## config.mk

```make
export PLATFORM = sky130hd
export DESIGN_NAME = stream_pkt_gen
export DESIGN_NICKNAME = d
export VERILOG_FILES = /design/src/rtl/stream_pkt_gen.sv
export SDC_FILE = /design/constraint.sdc
export NUM_CORES = 2
export LEC_CHECK = 0
export CORE_AREA = 2 2 288 290
export DETAILED_ROUTE_END_ITERATION = 10
export DIE_AREA = 0 0 290 292
export PLACE_DENSITY = 0.62
export RECOVER_POWER = 50
export SYNTH_ARGS = -nofsm -noshare
export SYNTH_HDL_FRONTEND = slang
export SYNTH_SLANG_ARGS = --single-unit
```

## constraint.sdc

```tcl
create_clock -name clk -period 6.69 [get_ports clk]
set_input_delay 1.338 -clock clk [delete_from_list [all_inputs] [get_ports clk]]
set_output_delay 1.338 -clock clk [all_outputs]
set_load 0.03 [all_outputs]
```

## src/rtl/stream_pkt_gen.sv

```systemverilog
// stream_pkt_gen: AXI-Stream packet transmitter. Emits a programmed number of
// fixed-length packets on a 512-bit stream with byte-accurate keep/last,
// inserts a programmable idle gap between packets, honours backpressure and
// reports transmitted packet/byte totals.
//
// Build option: define STREAM_PKT_GEN_LFSR_EN to source payload from one
// 32-bit Galois LFSR per lane; otherwise a counting pattern is emitted.
//
// Ports:
//   clk, rst        clock, synchronous active-high reset
//   start           pulse; latches num_pkts/pkt_len/gap and starts a run
//   stop            level; ends the run at the next packet boundary
//   num_pkts        packets per run (0 = until stop)
//   pkt_len         packet length in bytes
//   gap             idle cycles between packets
//   tx_valid/tx_data/tx_keep/tx_last/tx_ready   AXI-Stream source
//   busy            run in progress
//   done            one-cycle pulse at end of run
//   sent_pkts       packets completed this run
//   sent_bytes      bytes completed this run
module stream_pkt_gen #(
  parameter int unsigned DATA_W = 512,
  parameter int unsigned LEN_W  = 16,
  parameter int unsigned GAP_W  = 8
) (
  input  logic                clk,
  input  logic                rst,
  input  logic                start,
  input  logic                stop,
  input  logic [31:0]         num_pkts,
  input  logic [LEN_W-1:0]    pkt_len,
  input  logic [GAP_W-1:0]    gap,
  output logic                tx_valid,
  output logic [DATA_W-1:0]   tx_data,
  output logic [DATA_W/8-1:0] tx_keep,
  output logic                tx_last,
  input  logic                tx_ready,
  output logic                busy,
  output logic                done,
  output logic [31:0]         sent_pkts,
  output logic [63:0]         sent_bytes
);

  localparam int unsigned KEEP_W = DATA_W / 8;
  localparam int unsigned LANES  = DATA_W / 32;
  localparam int unsigned BEAT_W = LEN_W - 6 + 1;

  typedef enum logic [1:0] {S_IDLE, S_SEND, S_GAP, S_FIN} state_t;

  state_t              r_state, w_state_nx;
  logic [31:0]         r_num_pkts, w_num_nx;
  logic [5:0]          r_rem, w_rem_nx;
  logic [GAP_W-1:0]    r_gap, w_gap_nx;
  logic [GAP_W-1:0]    r_gap_cnt, w_gap_cnt_nx;
  logic [BEAT_W-1:0]   r_last_idx, w_last_idx_nx;
  logic [BEAT_W-1:0]   r_beat, w_beat_nx;
  logic                r_tx_valid, w_valid_nx;
  logic [DATA_W-1:0]   r_tx_data, w_data_nx;
  logic [KEEP_W-1:0]   r_tx_keep, w_keep_nx;
  logic                r_tx_last, w_last_nx;
  logic                r_busy, w_busy_nx;
  logic                r_done, w_done_nx;
  logic [31:0]         r_sent_pkts, w_pkts_nx;
  logic [63:0]         r_sent_bytes, w_bytes_nx;

  logic                w_acc;
  logic                w_end;
  logic                w_ld;
  logic [15:0]         w_ld_idx;
  logic [BEAT_W-1:0]   w_ld_beat;

`ifdef STREAM_PKT_GEN_LFSR_EN
  localparam logic [31:0] LFSR_POLY = 32'h8020_0003;
  logic [DATA_W-1:0]   r_lfsr, w_lfsr_nx;
`endif

  assign w_acc = r_tx_valid & tx_ready;
  // Run ends after this packet if the count is reached or stop is requested
  assign w_end = ((r_num_pkts != 32'd0) && ((r_sent_pkts + 32'd1) == r_num_pkts)) || stop;

  // Byte enables: only the final beat of a packet can be partial
  function automatic logic [KEEP_W-1:0] keep_for(input logic [BEAT_W-1:0] beat,
                                                 input logic [BEAT_W-1:0] last_idx,
                                                 input logic [5:0]        rem);
    if ((beat == last_idx) && (rem != 6'd0))
      keep_for = (KEEP_W'(1) << rem) - KEEP_W'(1);
    else
      keep_for = '1;
  endfunction

  // Zero every byte lane that is not enabled
  function automatic logic [DATA_W-1:0] mask_bytes(input logic [DATA_W-1:0] d,
                                                   input logic [KEEP_W-1:0] k);
    for (int j = 0; j < KEEP_W; j++)
      mask_bytes[j*8 +: 8] = k[j] ? d[j*8 +: 8] : 8'h00;
  endfunction

`ifdef STREAM_PKT_GEN_LFSR_EN
  // Right-shifting Galois LFSR step
  function automatic logic [31:0] lfsr_step(input logic [31:0] s);
    lfsr_step = s[0] ? ((s >> 1) ^ LFSR_POLY) : (s >> 1);
  endfunction

  function automatic logic [DATA_W-1:0] lfsr_seed(input logic [15:0] idx);
    for (int i = 0; i < LANES; i++)
      lfsr_seed[i*32 +: 32] = {idx, 12'h000, 4'(i)} ^ 32'hA5A5_A5A5;
  endfunction

  function automatic logic [DATA_W-1:0] lfsr_adv(input logic [DATA_W-1:0] v);
    for (int i = 0; i < LANES; i++)
      lfsr_adv[i*32 +: 32] = lfsr_step(v[i*32 +: 32]);
  endfunction
`else
  // Counting pattern: lane i = {pkt_idx, beat, lane}
  function automatic logic [DATA_W-1:0] count_pat(input logic [15:0]       idx,
                                                  input logic [BEAT_W-1:0] beat);
    for (int i = 0; i < LANES; i++)
      count_pat[i*32 +: 32] = {idx, 12'(beat), 4'(i)};
  endfunction
`endif

  // Next-state and next-output logic
  always_comb begin
    w_state_nx    = r_state;
    w_num_nx      = r_num_pkts;
    w_rem_nx      = r_rem;
    w_gap_nx      = r_gap;
    w_gap_cnt_nx  = r_gap_cnt;
    w_last_idx_nx = r_last_idx;
    w_beat_nx     = r_beat;
    w_valid_nx    = r_tx_valid;
    w_data_nx     = r_tx_data;
    w_keep_nx     = r_tx_keep;
    w_last_nx     = r_tx_last;
    w_busy_nx     = r_busy;
    w_done_nx     = 1'b0;
    w_pkts_nx     = r_sent_pkts;
    w_bytes_nx    = r_sent_bytes;
    w_ld          = 1'b0;
    w_ld_idx      = r_sent_pkts[15:0];
    w_ld_beat     = '0;
`ifdef STREAM_PKT_GEN_LFSR_EN
    w_lfsr_nx     = r_lfsr;
`endif

    case (r_state)
      S_IDLE: begin
        if (start) begin
          w_pkts_nx  = '0;
          w_bytes_nx = '0;
          if (pkt_len == '0) begin
            w_state_nx = S_FIN;
            w_done_nx  = 1'b1;
          end else begin
            w_num_nx      = num_pkts;
            w_rem_nx      = pkt_len[5:0];
            w_gap_nx      = gap;
            w_last_idx_nx = BEAT_W'((pkt_len - LEN_W'(1)) >> 6);
            w_busy_nx     = 1'b1;
            w_state_nx    = S_SEND;
            w_ld          = 1'b1;
            w_ld_idx      = 16'd0;
          end
        end
      end

      S_SEND: begin
        if (w_acc) begin
          w_bytes_nx = r_sent_bytes + 64'($countones(r_tx_keep));
          if (!r_tx_last) begin
            w_ld      = 1'b1;
            w_ld_beat = r_beat + BEAT_W'(1);
          end else begin
            w_pkts_nx = r_sent_pkts + 32'd1;
            if (w_end) begin
              w_state_nx = S_FIN;
              w_done_nx  = 1'b1;
              w_busy_nx  = 1'b0;
              w_valid_nx = 1'b0;
              w_last_nx  = 1'b0;
              w_keep_nx  = '0;
              w_data_nx  = '0;
            end else if (r_gap == '0) begin
              // Back-to-back: next packet's first beat directly
              w_ld     = 1'b1;
              w_ld_idx = w_pkts_nx[15:0];
            end else begin
              w_state_nx   = S_GAP;
              w_gap_cnt_nx = r_gap;
              w_valid_nx   = 1'b0;
              w_last_nx    = 1'b0;
              w_keep_nx    = '0;
              w_data_nx    = '0;
            end
          end
        end
      end

      S_GAP: begin
        if (stop) begin
          w_state_nx = S_FIN;
          w_done_nx  = 1'b1;
          w_busy_nx  = 1'b0;
        end else if (r_gap_cnt == GAP_W'(1)) begin
          w_state_nx = S_SEND;
          w_ld       = 1'b1;
        end else begin
          w_gap_cnt_nx = r_gap_cnt - GAP_W'(1);
        end
      end

      S_FIN: w_state_nx = S_IDLE;

      default: w_state_nx = S_IDLE;
    endcase

    // Present a new beat; beat 0 always marks a packet start
    if (w_ld) begin
      w_valid_nx = 1'b1;
      w_beat_nx  = w_ld_beat;
      w_last_nx  = (w_ld_beat == w_last_idx_nx);
      w_keep_nx  = keep_for(w_ld_beat, w_last_idx_nx, w_rem_nx);
`ifdef STREAM_PKT_GEN_LFSR_EN
      w_lfsr_nx  = (w_ld_beat == '0) ? lfsr_seed(w_ld_idx) : lfsr_adv(r_lfsr);
      w_data_nx  = mask_bytes(w_lfsr_nx, w_keep_nx);
`else
      w_data_nx  = mask_bytes(count_pat(w_ld_idx, w_ld_beat), w_keep_nx);
`endif
    end
  end

  // State and output registers
  always_ff @(posedge clk) begin
    if (rst) begin
      r_state      <= S_IDLE;
      r_num_pkts   <= '0;
      r_rem        <= '0;
      r_gap        <= '0;
      r_gap_cnt    <= '0;
      r_last_idx   <= '0;
      r_beat       <= '0;
      r_tx_valid   <= 1'b0;
      r_tx_data    <= '0;
      r_tx_keep    <= '0;
      r_tx_last    <= 1'b0;
      r_busy       <= 1'b0;
      r_done       <= 1'b0;
      r_sent_pkts  <= '0;
      r_sent_bytes <= '0;
`ifdef STREAM_PKT_GEN_LFSR_EN
      r_lfsr       <= '0;
`endif
    end else begin
      r_state      <= w_state_nx;
      r_num_pkts   <= w_num_nx;
      r_rem        <= w_rem_nx;
      r_gap        <= w_gap_nx;
      r_gap_cnt    <= w_gap_cnt_nx;
      r_last_idx   <= w_last_idx_nx;
      r_beat       <= w_beat_nx;
      r_tx_valid   <= w_valid_nx;
      r_tx_data    <= w_data_nx;
      r_tx_keep    <= w_keep_nx;
      r_tx_last    <= w_last_nx;
      r_busy       <= w_busy_nx;
      r_done       <= w_done_nx;
      r_sent_pkts  <= w_pkts_nx;
      r_sent_bytes <= w_bytes_nx;
`ifdef STREAM_PKT_GEN_LFSR_EN
      r_lfsr       <= w_lfsr_nx;
`endif
    end
  end

  assign tx_valid   = r_tx_valid;
  assign tx_data    = r_tx_data;
  assign tx_keep    = r_tx_keep;
  assign tx_last    = r_tx_last;
  assign busy       = r_busy;
  assign done       = r_done;
  assign sent_pkts  = r_sent_pkts;
  assign sent_bytes = r_sent_bytes;

endmodule

```

==> impl_metrics.tcl <==
set metrics [dict create \
    cp_num_buf_inv 3 \
    synthMuxAreaShare 0.01189 \
    worst_setup_path_start_kind "flop" \
    drv_cap 0 \
    synth_xor_area_frac 0.03378 \
    vias 28460 \
    powerDensity_nw_per_um2 545.8 \
    routabilityCongestion 0.9582 \
    cpMaxStageDelayCell "fa_1" \
    clkSinkCount 674 \
    portBuffers 688 \
    yosysUniqueCellTypes 90 \
    worst_pin_slew_ps 1480 \
    die_y_um 292 \
    finalCritPeriodShare 1.051 \
    ir_drop_mv 2.415 \
    antenna_found_initial 8 \
    grt_pass1_vias 26110 \
    async_flop_share 0 \
    drc 0 \
    synth.avg_cell_area_um2 9.156 \
    fp.dieW_um 290 \
    num_rows 105 \
    drive_gt1_frac 0.1096 \
    dp_hpwl_um 93040 \
    timing.rr.start "tx_keep[47]$_SDFFE_PP0P_" \
    cts_hold_buf 0 \
    ys_ff_latch 674 \
    leakage_nw 17.60 \
    mostFrequentLayoutCells "643 x dfxtp_1, 611 x dlygate4sd3_1, 344 x a22o_1" \
    reg2reg_setup_slack_ps -340 \
    total_power_w 0.02281 \
    initial_core_util 0.3741 \
    grt_max_degree 127 \
    timing.fmax_mhz 142.2 \
    totalWireLength_um 126000 \
    hold-path-endpoint "tx_data[107]$_SDFFE_PP0P_" \
    grt_overflow 0 \
    rsz0062_at_grt "yes" \
    reg2reg_to "sent_bytes[56]$_SDFFE_PP0P_" \
    io_pins 737 \
    fin_util 0.5122 \
    fin_ws_ps -340.9 \
    holdPathStages 1 \
    comb_power_share 0.615 \
    outcome "finished with violations" \
    synthAdderAreaFrac 0.05190 \
    cp.required_ps 7270 \
    dp.cells 4952 \
    grt_pass1_wl_um 182400 \
    drt_iter0_markers 2430 \
    seq_area_frac_synth 0.4421 \
    cts_root_buf "clkbuf_16" \
    synthSimpleGateAreaFrac 0.1549 \
    layoutNonFillerInstCount 5114 \
    htreeDepth 3 \
    worstHoldStart "tx_data[107]$_SDFFE_PP0P_" \
    dieArea_um2 84680 \
    core-area_um2 81580 \
    ys_warn_count 0 \
    slew_viol_final 0 \
    cp.depth 22 \
    path_class "flop to flop" \
    area_delta_synth_final_pct 36.92 \
    final.min_clock_period_ps 7031 \
    p_int_w 0.01330 \
    r2r_cells 22 \
    min_path_type "flop to flop" \
    synth_edf_count 0 \
    violations "setup timing" \
    synth_cells 3333 \
    wl_per_cell_um 24.64 \
    synthFlopType "dfxtp_1" \
    path_clk_slew_ps 60 \
    critPathCaptureType "flop" \
    cp_slowest_stage_delay_ps 550 \
    numCtsBuffers 76 \
    crit_path_frequent_cell "fa_1" \
    viasPerCell 5.565 \
    insertion_delay_ps 650 \
    hold_violations 0 \
    p_seq_frac 0.193 \
    p_clk_frac 0.192 \
    path_delay_family "adder cells" \
    switchingPower_w 0.009506 \
    slew-limit-headroom 0.01301 \
    cp_max_fo 7 \
    grt_use_total 0.2837 \
    final-setup-viol-count 50 \
    cp_cell_sequence "inv_2 -> fa_1 -> inv_1 -> fa_2 -> inv_2 -> fa_2 -> fa_1 -> fa_1 -> fa_1 -> fa_1 -> fa_1 -> fa_2 -> fa_2 -> nor2b_1 -> o21ai_1 -> a21boi_1 -> o21a_1 -> o21ai_2 -> a21o_4 -> a211o_4 -> or3_4 -> a21oi_2" \
    synth_top_family_by_area "compound AO/OA/AOI/OAI gates" \
    cts_buffer_depth 3 \
    switching_share 0.4168 \
    clock-skew-final_ps 56.87 \
    netlist_area_um2 30520 \
    synth_compound_area_frac 0.2325 \
    dr.pass1.iters 5 \
    ant_nets 0 \
    nets 4135 \
    cts_tree "yes" \
    layout_commonest_cell "dfxtp_1" \
    worstPathArrival_ps 7610 \
]
==> registers in the layout, summed over array words and instances, names as in the netlist <==
register	count
tx_valid	1
r_beat	11
r_num_pkts	32
done	1
r_state	2
tx_last	1
sent_pkts	32
tx_data	432
tx_keep	64
r_gap	8
r_gap_cnt	8
sent_bytes	64
r_last_idx	11
busy	1
r_rem	6
==> synthesized netlist by cell type (all sizes together) (17+ instances only) <==
library cell / count / area, um^2
nand2b: 23 / 143.9
a21oi: 190 / 950.9
o2bb2ai: 82 / 718.2
nor2: 252 / 945.9
ha: 37 / 462.9
o21ai: 125 / 629.4
mux2i: 25 / 250.2
nand2: 298 / 1119
inv: 127 / 476.7
xnor2: 60 / 525.5
and2: 49 / 306.6
or3: 46 / 287.8
a31oi: 17 / 106.4
nor3: 69 / 355.3
nor2b: 24 / 150.1
xor2: 55 / 481.7
and3: 26 / 162.7
a22oi: 54 / 405.4
nand3: 76 / 380.4
nor4: 29 / 211.5
clkbuf: 148 / 555.5
buf: 192 / 1175
dfxtp: 674 / 13490
a211oi: 17 / 127.6
nand4: 28 / 190.2
a22o: 344 / 3013
fa: 56 / 1121
==> area by class of cell <==
| type | count | area (um^2) |
|---|---|---|
| Clock buffer | 101 | 2127 |
| Timing Repair Buffer | 861 | 8298 |
| Fill cell | 7614 | 39800 |
| Multi-Input combinational cell | 2237 | 15460 |
| Tap cell | 1070 | 1339 |
| Sequential cell | 674 | 13540 |
| Antenna cell | 1 | 2.502 |
| Clock inverter | 39 | 523.0 |
| Inverter | 131 | 491.7 |
==> worst reg2reg max path, stage by stage, from the launching register on <==
cell	delay, ps
dfxtp_4	340
inv_2	40
fa_1	550
inv_1	60
fa_2	530
inv_2	40
fa_2	520
fa_1	450
fa_1	530
fa_1	460
fa_1	530
fa_1	440
fa_2	370
fa_2	350
nor2b_1	120
o21ai_1	80
a21boi_1	180
o21a_1	160
o21ai_2	80
a21o_4	250
a211o_4	380
or3_4	380
a21oi_2	110
==> cell families after synthesis <==
group,after synthesis
multiplexers,35
flip-flops,674
AND/OR/NAND/NOR,979
AO/OA/AOI/OAI,964
XOR/XNOR,116
adder cells (fa/ha/maj),93
buffers and inverters,471
other,1
==> power groups by stage <==
stage	combinational, W	clock [W]	sequential [W]
after floorplan	0.00796	0	0.00465
after global placement	0.0118	0	0.00448
after detailed placement	0.0122	0	0.00448
after CTS	0.0146	0.00446	0.00439
after global routing	0.0150	0.00463	0.00440
final	0.0140	0.00438	0.00439
==> per-stage QoR <==
stage	setup slack (ps)	hold slack, ps	area (um^2)	setup TNS [ps]
2_1_floorplan	-129.6	444.2	30790	-572.6
3_5_place_dp	-482.2	445.2	38700	-16040
5_1_grt	-515.0	469.3	41780	-21410
3_3_place_gp	-361.8	445.0	38700	-10880
4_1_cts	-337.0	464.3	41690	-12530
6_report	-340.9	456.6	41790	-11200
==> repair_timing <==
item	in CTS	in global routing
resized for setup	32	49
buffers inserted	19	5
endpoints found under the hold margin	0	0
pin swaps	27	27
setup endpoints to repair	54	57
cloned	4	0
==> worst max-delay path by stage <==
stage,slack (ps),end,start
2_1_floorplan,-130,sent_bytes[62]$_SDFFE_PP0P_,tx_keep[35]$_SDFFE_PP0P_
3_3_place_gp,-360,sent_bytes[50]$_SDFFE_PP0P_,tx_keep[35]$_SDFFE_PP0P_
3_5_place_dp,-480,sent_bytes[54]$_SDFFE_PP0P_,tx_keep[35]$_SDFFE_PP0P_
4_1_cts,-340,sent_bytes[41]$_SDFFE_PP0P_,tx_keep[35]$_SDFFE_PP0P_
5_1_grt,-520,sent_bytes[56]$_SDFFE_PP0P_,tx_keep[47]$_SDFFE_PP0P_
6_report,-340,sent_bytes[56]$_SDFFE_PP0P_,tx_keep[47]$_SDFFE_PP0P_
==> routing by layer <==
layer	up-vias	wire length, um	part of all wire	global-route usage
li1	13150	-	-	-
met1	13950	52430	0.42	0.3680
met2	1147	60460	0.48	0.4734
met3	198	9019	0.072	0.05800
met4	14	3996	0.032	0.08880
met5	-	88	0.00070	0
Note: power is estimated with default switching activity, not from simulation.
